[config.mk]
export PLATFORM = sky130hd
export DESIGN_NAME = ahfp_addsub_pipe
export DESIGN_NICKNAME = d
export VERILOG_FILES = /design/src/rtl/ahfp_pkg.sv /design/src/rtl/ahfp_norm.sv /design/src/rtl/ahfp_addsub_pipe.sv
export SDC_FILE = /design/constraint.sdc
export NUM_CORES = 1
export LEC_CHECK = 0
export ABC_AREA = 1
export CAP_MARGIN = 20
export CORE_UTILIZATION = 30
export CTS_CLUSTER_DIAMETER = 100
export DETAILED_ROUTE_END_ITERATION = 10
export SKIP_CTS_REPAIR_TIMING = 1
export SLEW_MARGIN = 5
export SYNTH_ARGS = -nofsm -noshare
export SYNTH_HDL_FRONTEND = slang
export SYNTH_SLANG_ARGS = --single-unit
[constraint.sdc]
create_clock -name clk -period 5.3 [get_ports clk]
set_input_delay 1.59 -clock clk [delete_from_list [all_inputs] [get_ports clk]]
set_output_delay 1.59 -clock clk [all_outputs]
set_load 0.01 [all_outputs]
[src/rtl/ahfp_pkg.sv]
// Shared definitions for the ahfp floating-point blocks: default field widths,
// bias derivation, operand classification and canonical special encodings.
package ahfp_pkg;

   localparam int AHFP_EXP_W = 8;
   localparam int AHFP_MAN_W = 23;
   localparam logic [63:0] AHFP_ZERO_BITS = 64'd0;

   typedef enum logic [1:0] {
      CLS_ZERO = 2'd0,
      CLS_NORM = 2'd1,
      CLS_INF  = 2'd2,
      CLS_NAN  = 2'd3
   } ahfp_class_e;

   function automatic int ahfp_bias(input int exp_w);
      return (1 << (exp_w - 1)) - 1;
   endfunction

   // Positive infinity, right-aligned in a 64-bit container.
   function automatic logic [63:0] ahfp_inf_bits(input int exp_w, input int man_w);
      logic [63:0] v;
      v = 64'd0;
      for (int i = 0; i < exp_w; i++) begin
         v[man_w + i] = 1'b1;
      end
      return v;
   endfunction

   function automatic logic [63:0] ahfp_qnan_bits(input int exp_w, input int man_w);
      logic [63:0] v;
      v = ahfp_inf_bits(exp_w, man_w);
      v[man_w - 1] = 1'b1;
      return v;
   endfunction

   function automatic ahfp_class_e ahfp_classify(input logic exp_zero, input logic exp_ones,
                                                 input logic man_nz);
      ahfp_class_e c;
      if (exp_zero) begin
         c = CLS_ZERO;
      end else if (!exp_ones) begin
         c = CLS_NORM;
      end else if (man_nz) begin
         c = CLS_NAN;
      end else begin
         c = CLS_INF;
      end
      return c;
   endfunction

endpackage

[src/rtl/ahfp_norm.sv]
// Combinational leading-zero count and left-justifying shift.
module ahfp_norm #(
   parameter int WIDTH = 27,
   parameter int LZW   = $clog2(WIDTH + 1)
) (
   input  logic [WIDTH-1:0] data_i,
   output logic [WIDTH-1:0] data_o,
   output logic [LZW-1:0]   lzc_o
);

   logic found_s;

   // Scan from the MSB; an all-zero input reports WIDTH.
   always_comb begin
      lzc_o   = LZW'(WIDTH);
      found_s = 1'b0;
      for (int i = WIDTH - 1; i >= 0; i--) begin
         if (!found_s && data_i[i]) begin
            lzc_o   = LZW'(WIDTH - 1 - i);
            found_s = 1'b1;
         end else begin
            found_s = found_s;
         end
      end
      data_o = data_i << lzc_o;
   end

endmodule

[src/rtl/ahfp_addsub_pipe.sv]
// Three-stage floating-point adder/subtractor (align, add, normalise/round)
// with valid/ready flow control; denormals flush to zero.
module ahfp_addsub_pipe
   import ahfp_pkg::*;
#(
   parameter int EXP_W = AHFP_EXP_W,
   parameter int MAN_W = AHFP_MAN_W
) (
   input  logic                   clk,
   input  logic                   reset_n,
   input  logic                   in_valid,
   output logic                   in_ready,
   input  logic                   op_sub,
   input  logic [EXP_W+MAN_W:0]   dataa,
   input  logic [EXP_W+MAN_W:0]   datab,
   output logic                   out_valid,
   input  logic                   out_ready,
   output logic [EXP_W+MAN_W:0]   result
);

   localparam int W       = 1 + EXP_W + MAN_W;
   localparam int MW      = MAN_W + 4;
   localparam int SW      = MAN_W + 5;
   localparam int XW      = EXP_W + 2;
   localparam int LZW     = $clog2(MW + 1);
   localparam int EXP_MAX = 2 * ahfp_bias(EXP_W) + 1;
   localparam logic [W-1:0] QNAN    = W'(ahfp_qnan_bits(EXP_W, MAN_W));
   localparam logic [W-1:0] INF_POS = W'(ahfp_inf_bits(EXP_W, MAN_W));
   localparam logic [W-1:0] ZERO    = W'(AHFP_ZERO_BITS);

   logic en1_s, en2_s, en3_s;
   logic v1_q, v2_q, out_valid_q;
   logic [W-1:0] result_q, result_d;

   ahfp_class_e cls_a_s, cls_b_s;
   logic sb_s, a_big_s;
   logic [W-2:0] mag_a_s, mag_b_s;
   logic [EXP_W-1:0] e_sml_s, diff_s;
   logic [MW-1:0] x_a_s, x_b_s, x_sml_s, mask_s;
   logic spec_d, sign_d, sub_d;
   logic [W-1:0] specres_d;
   logic [EXP_W-1:0] exp_d;
   logic [MW-1:0] big_d, sml_d;

   logic spec1_q, sign1_q, sub1_q;
   logic [W-1:0] specres1_q;
   logic [EXP_W-1:0] exp1_q;
   logic [MW-1:0] big1_q, sml1_q;

   logic [SW-1:0] sum_d;
   logic spec2_q, sign2_q;
   logic [W-1:0] specres2_q;
   logic [EXP_W-1:0] exp2_q;
   logic [SW-1:0] sum2_q;

   logic [MW-1:0] norm_s, m_s;
   logic [LZW-1:0] lzc_s;
   logic [XW-1:0] e_s, ef_s;
   logic rnd_s;
   logic [MAN_W+1:0] mr_s;
   logic [MAN_W-1:0] man_s;

   // A stage may load whenever its successor loads or it currently holds a bubble.
   assign en3_s     = !out_valid_q || out_ready;
   assign en2_s     = en3_s || !v2_q;
   assign en1_s     = en2_s || !v1_q;
   assign in_ready  = en3_s;
   assign out_valid = out_valid_q;
   assign result    = result_q;

   // S1: classify, order by magnitude, align the smaller mantissa with G/R/S.
   always_comb begin
      sb_s    = datab[W-1] ^ op_sub;
      cls_a_s = ahfp_classify(dataa[W-2:MAN_W] == '0, &dataa[W-2:MAN_W], |dataa[MAN_W-1:0]);
      cls_b_s = ahfp_classify(datab[W-2:MAN_W] == '0, &datab[W-2:MAN_W], |datab[MAN_W-1:0]);
      mag_a_s = (cls_a_s == CLS_ZERO) ? '0 : dataa[W-2:0];
      mag_b_s = (cls_b_s == CLS_ZERO) ? '0 : datab[W-2:0];
      x_a_s   = (cls_a_s == CLS_ZERO) ? '0 : {1'b1, dataa[MAN_W-1:0], 3'b000};
      x_b_s   = (cls_b_s == CLS_ZERO) ? '0 : {1'b1, datab[MAN_W-1:0], 3'b000};
      a_big_s = (mag_a_s >= mag_b_s);
      if (a_big_s) begin
         exp_d   = dataa[W-2:MAN_W];
         e_sml_s = datab[W-2:MAN_W];
         big_d   = x_a_s;
         x_sml_s = x_b_s;
         sign_d  = dataa[W-1];
      end else begin
         exp_d   = datab[W-2:MAN_W];
         e_sml_s = dataa[W-2:MAN_W];
         big_d   = x_b_s;
         x_sml_s = x_a_s;
         sign_d  = sb_s;
      end
      diff_s = exp_d - e_sml_s;
      mask_s = ~({MW{1'b1}} << diff_s);
      if (int'(diff_s) >= MAN_W + 3) begin
         sml_d = {{(MW-1){1'b0}}, |x_sml_s};
      end else begin
         sml_d = (x_sml_s >> diff_s) | {{(MW-1){1'b0}}, |(x_sml_s & mask_s)};
      end
      sub_d     = dataa[W-1] ^ sb_s;
      spec_d    = 1'b1;
      specres_d = QNAN;
      if (cls_a_s == CLS_NAN || cls_b_s == CLS_NAN) begin
         specres_d = QNAN;
      end else if (cls_a_s == CLS_INF && cls_b_s == CLS_INF) begin
         specres_d = (dataa[W-1] == sb_s) ? {dataa[W-1], INF_POS[W-2:0]} : QNAN;
      end else if (cls_a_s == CLS_INF) begin
         specres_d = {dataa[W-1], INF_POS[W-2:0]};
      end else if (cls_b_s == CLS_INF) begin
         specres_d = {sb_s, INF_POS[W-2:0]};
      end else begin
         spec_d    = 1'b0;
         specres_d = ZERO;
      end
   end

   // S2: the larger operand is first, so the difference never goes negative.
   assign sum_d = sub1_q ? ({1'b0, big1_q} - {1'b0, sml1_q})
                         : ({1'b0, big1_q} + {1'b0, sml1_q});

   ahfp_norm #(.WIDTH(MW), .LZW(LZW)) u_norm (
      .data_i (sum2_q[MW-1:0]),
      .data_o (norm_s),
      .lzc_o  (lzc_s)
   );

   // S3: normalise, round to nearest even, then resolve zero/underflow/overflow.
   always_comb begin
      if (sum2_q[SW-1]) begin
         m_s = {sum2_q[SW-1:2], sum2_q[1] | sum2_q[0]};
         e_s = {2'b00, exp2_q} + XW'(1);
      end else begin
         m_s = norm_s;
         e_s = {2'b00, exp2_q} - XW'(lzc_s);
      end
      rnd_s = m_s[2] & (m_s[1] | m_s[0] | m_s[3]);
      mr_s  = {1'b0, m_s[MW-1:3]} + (MAN_W+2)'(rnd_s);
      if (mr_s[MAN_W+1]) begin
         man_s = mr_s[MAN_W:1];
         ef_s  = e_s + XW'(1);
      end else begin
         man_s = mr_s[MAN_W-1:0];
         ef_s  = e_s;
      end
      if (spec2_q) begin
         result_d = specres2_q;
      end else if (sum2_q == '0) begin
         result_d = ZERO;
      end else if (ef_s[XW-1] || ef_s == '0) begin
         result_d = ZERO;
      end else if (ef_s[XW-2:0] >= (XW-1)'(EXP_MAX)) begin
         result_d = {sign2_q, INF_POS[W-2:0]};
      end else begin
         result_d = {sign2_q, ef_s[EXP_W-1:0], man_s};
      end
   end

   // Valid bits and the output word are the only reset state.
   always_ff @(posedge clk or negedge reset_n) begin
      if (!reset_n) begin
         v1_q        <= 1'b0;
         v2_q        <= 1'b0;
         out_valid_q <= 1'b0;
         result_q    <= '0;
      end else begin
         if (en1_s) v1_q <= in_valid & in_ready;
         if (en2_s) v2_q <= v1_q;
         if (en3_s) begin
            out_valid_q <= v2_q;
            result_q    <= result_d;
         end
      end
   end

   // Datapath stage registers, gated by the same enables as their valid bits.
   always_ff @(posedge clk) begin
      if (en1_s) begin
         spec1_q    <= spec_d;
         specres1_q <= specres_d;
         sign1_q    <= sign_d;
         sub1_q     <= sub_d;
         exp1_q     <= exp_d;
         big1_q     <= big_d;
         sml1_q     <= sml_d;
      end
      if (en2_s) begin
         spec2_q    <= spec1_q;
         specres2_q <= specres1_q;
         sign2_q    <= sign1_q;
         exp2_q     <= exp1_q;
         sum2_q     <= sum_d;
      end
   end

endmodule

==> flow_summary.yaml <==
run_status:
  status: "finished, violations left"
  failed_checks: "negative setup slack"
yosys:
  synth_compound_area_frac: 0.130
  yosysSeqAreaShare: 0.286
  netlist_instances: 2142
  yosys.area_share.simple: 0.377
  yosysUniqueCellTypes: 57
  synth.top_cell.area_share: 0.223
  synth_top_area_cell: "edfxtp_1"
  netlist_top_cells_area: "edfxtp_1 (22%), nand2_1 (15%), nand3_1 (11%)"
  yosys_warnings: 0
  synth-xor-area-share: 0.0494
  syn_area_per_cell_sq_um: 6.54
  synth_area_sq_um: 14000
  synth_fa_ha_area_frac: 0.0613
  ys_ff_latch: 139
  synthMuxAreaShare: 0
  syn_nets: 2279
  synth_top_family_by_area: "simple AND/OR/NAND/NOR gates"
floorplanning:
  rows: 78
  fp.dieH_um: 218
  die_area_sq_um: 47500
  num_io_pins: 103
  fp.dieW_um: 218
  core-area_sq_um: 45700
  start_util: 0.306
timing:
  fin_setup_tns_ns: -1.23
  rsz0062_at_grt: "yes"
  post-route-min-period_ns: 5.49
  skew_ns: 0.0170
  whs_ns: 0.413
  clock.fmax_mhz: 182
  relSlewSlack: 0.382
  finalSetupViolations: 17
  hold_viol: 0
  worst_slack_ns: -0.187
  worstMarginPinSlew_ns: 0.927
  final-max-slew-violation-count: 0
  period_share: 1.04
setup_path:
  arrival_ns: 5.68
  crit_family: "simple AND/OR/NAND/NOR gates"
  required_ns: 5.49
  path_buf_inv: 10
  reg2reg_depth: 20
  cp_max_fo: 7
  startpoint_type: "input pin"
  crit_path_top_delay_cell: "a211oi_2"
  crit_path_frequent_cell: "nand2_2"
  crit_type: "in -> reg"
  rr_endpoint: "result[5]"
  r2r_start: "sum2_q[6]"
  reg2reg_slack_ns: 0.48
  endpoint_kind: "register"
  worst_path_largest_cell_delay_ns: 0.28
  cp.depth: 35
worst_hold_path:
  min_to: "exp2_q[3]"
  hold_depth: 0
  hp-start: "exp1_q[3]"
  hp-class: "reg -> reg"
placed_design:
  place_area_sq_um: 17600
  globalplace.congestion: 0.943
  dp_hpwl_mm: 41.9
  portBuffers: 102
  pre_cts_ws_ns: -1.08
cells_and_area:
  area_growth_pct: 37.2
  nets: 2604
  post-route-util: 0.421
  final_common_cell: "nand2_1"
  antennaDiodeCount: 0
  drive_above_1_share: 0.228
  final_area_sq_um: 19200
  layout_common_cells: "nand2_1 (507), nand3_1 (284), buf_4 (257)"
clock_network:
  clk_latency_ns: 0.45
  htreeDepth: 4
  clock_sinks: 139
  cts-root-buf: "clkbuf_16"
  numCtsBuffers: 17
  clockBufferDepth: 2
  tritoncts: "yes"
  path_clk_slew_ns: 0.07
global_routing:
  grt_max_degree: 41
  grt_util_all_layers: 0.216
  grt_overflow_total: 0
  antenna_found_initial: 0
  grt_pass1_wl_mm: 80.4
  grt_pass1_vias: 15300
drt:
  ant_nets: 0
  vias_per_cell: 5.19
  route.detailed.drc: 0
  dr.pass1.iters: 6
  wirelength_mm: 52.1
  drtIter0Drc: 1295
  avgRoutedWirePerCell_um: 16.9
  route.vias.total: 16000
pwr:
  p_per_area_nw_per_um2: 468
  sw_frac_of_total: 0.494
  combPwrFrac: 0.646
  p_switching_mw: 4.45
  p_int_mw: 4.55
  pwr-share-seq: 0.212
  leakage_nw: 9.09
  pwr-share-clk: 0.142
  peakVddDrop_uv: 277
flow_run:
  max_cap_viol_count: 0
-- sequential cells by signal (all words and copies together) (netlist names) --
name / count
big1_q: 24
exp1_q: 8
exp2_q: 8
out_valid: 1
result: 32
sign1_q: 1
sign2_q: 1
sml1_q: 27
specres1_q: 3
specres2_q: 3
sub1_q: 1
sum2_q: 28
v1_q: 1
v2_q: 1
-- power groups by stage --
stage,combinational (mW),sequential (mW),clock (mW)
after floorplan,3.74,1.85,0
after global placement,5.52,1.92,0
after detailed placement,5.58,1.93,0
after CTS,5.60,1.90,1.31
after global routing,6.49,1.94,1.35
final,5.81,1.91,1.28
-- metal layers --
metal	GRT usage	vias to the layer above	wire (um)
li1	-	7839	-
met1	0.261	7465	21700
met4	0.109	0	2660
met2	0.378	547	25200
met3	0.0206	121	2450
met5	0	-	0
-- worst max-delay path by stage --
stage	start	end	slack [ns]
finish	datab[24]	sml1_q[0]	-0.19
global route	datab[27]	sml1_q[0]	-0.39
CTS	dataa[27]	sml1_q[6]	-0.64
detailed placement	dataa[27]	sml1_q[6]	-1.08
global placement	dataa[27]	sml1_q[0]	-1.01
floorplan	dataa[27]	sml1_q[0]	0.001
-- cell usage after synthesis (all sizes together) --
cell	n
a2111oi	1
a211oi	5
a21boi	1
a21o	2
a21oi	108
a22o	1
a22oi	4
a31o	2
a31oi	4
buf	26
clkbuf	56
clkinv	4
dfrtp	35
dlygate4sd1	1
edfxtp	104
fa	1
ha	67
inv	255
nand2	563
nand3	303
nand3b	3
nand4	41
nor2	234
nor3	21
nor4	17
o211ai	10
o21a	4
o21ai	133
o21bai	2
o22ai	38
o311ai	1
o31ai	5
o32ai	1
o41ai	2
or2	7
or4	1
xnor2	26
xor2	53
-- per-stage QoR --
| stage | std cells | power, mW |
|---|---|---|
| 2_1_floorplan | 2142 | 5.59 |
| 3_3_place_gp | 3021 | 7.44 |
| 3_5_place_dp | 3021 | 7.50 |
| 4_1_cts | 3053 | 8.81 |
| 5_1_grt | 3080 | 9.78 |
| 6_report | 3080 | 9.00 |
-- final cells by class --
class / instances / area (sq um)
clock buffers: 18 / 429
inverters: 259 / 987
clock inverters: 14 / 184
fillers: 4755 / 26500
repair buffers: 388 / 3400
well taps: 600 / 751
repair inverters: 1 / 7.51
flip-flops and latches: 139 / 4000
multi-input cells: 1661 / 9450
-- logic make-up after synthesis --
group / count (synthesis)
buf+inv: 342
compound gates: 324
flops: 139
simple gates: 1190
xor+xnor: 79
fa+ha+maj: 68
Power figures use the tool's default switching activity.
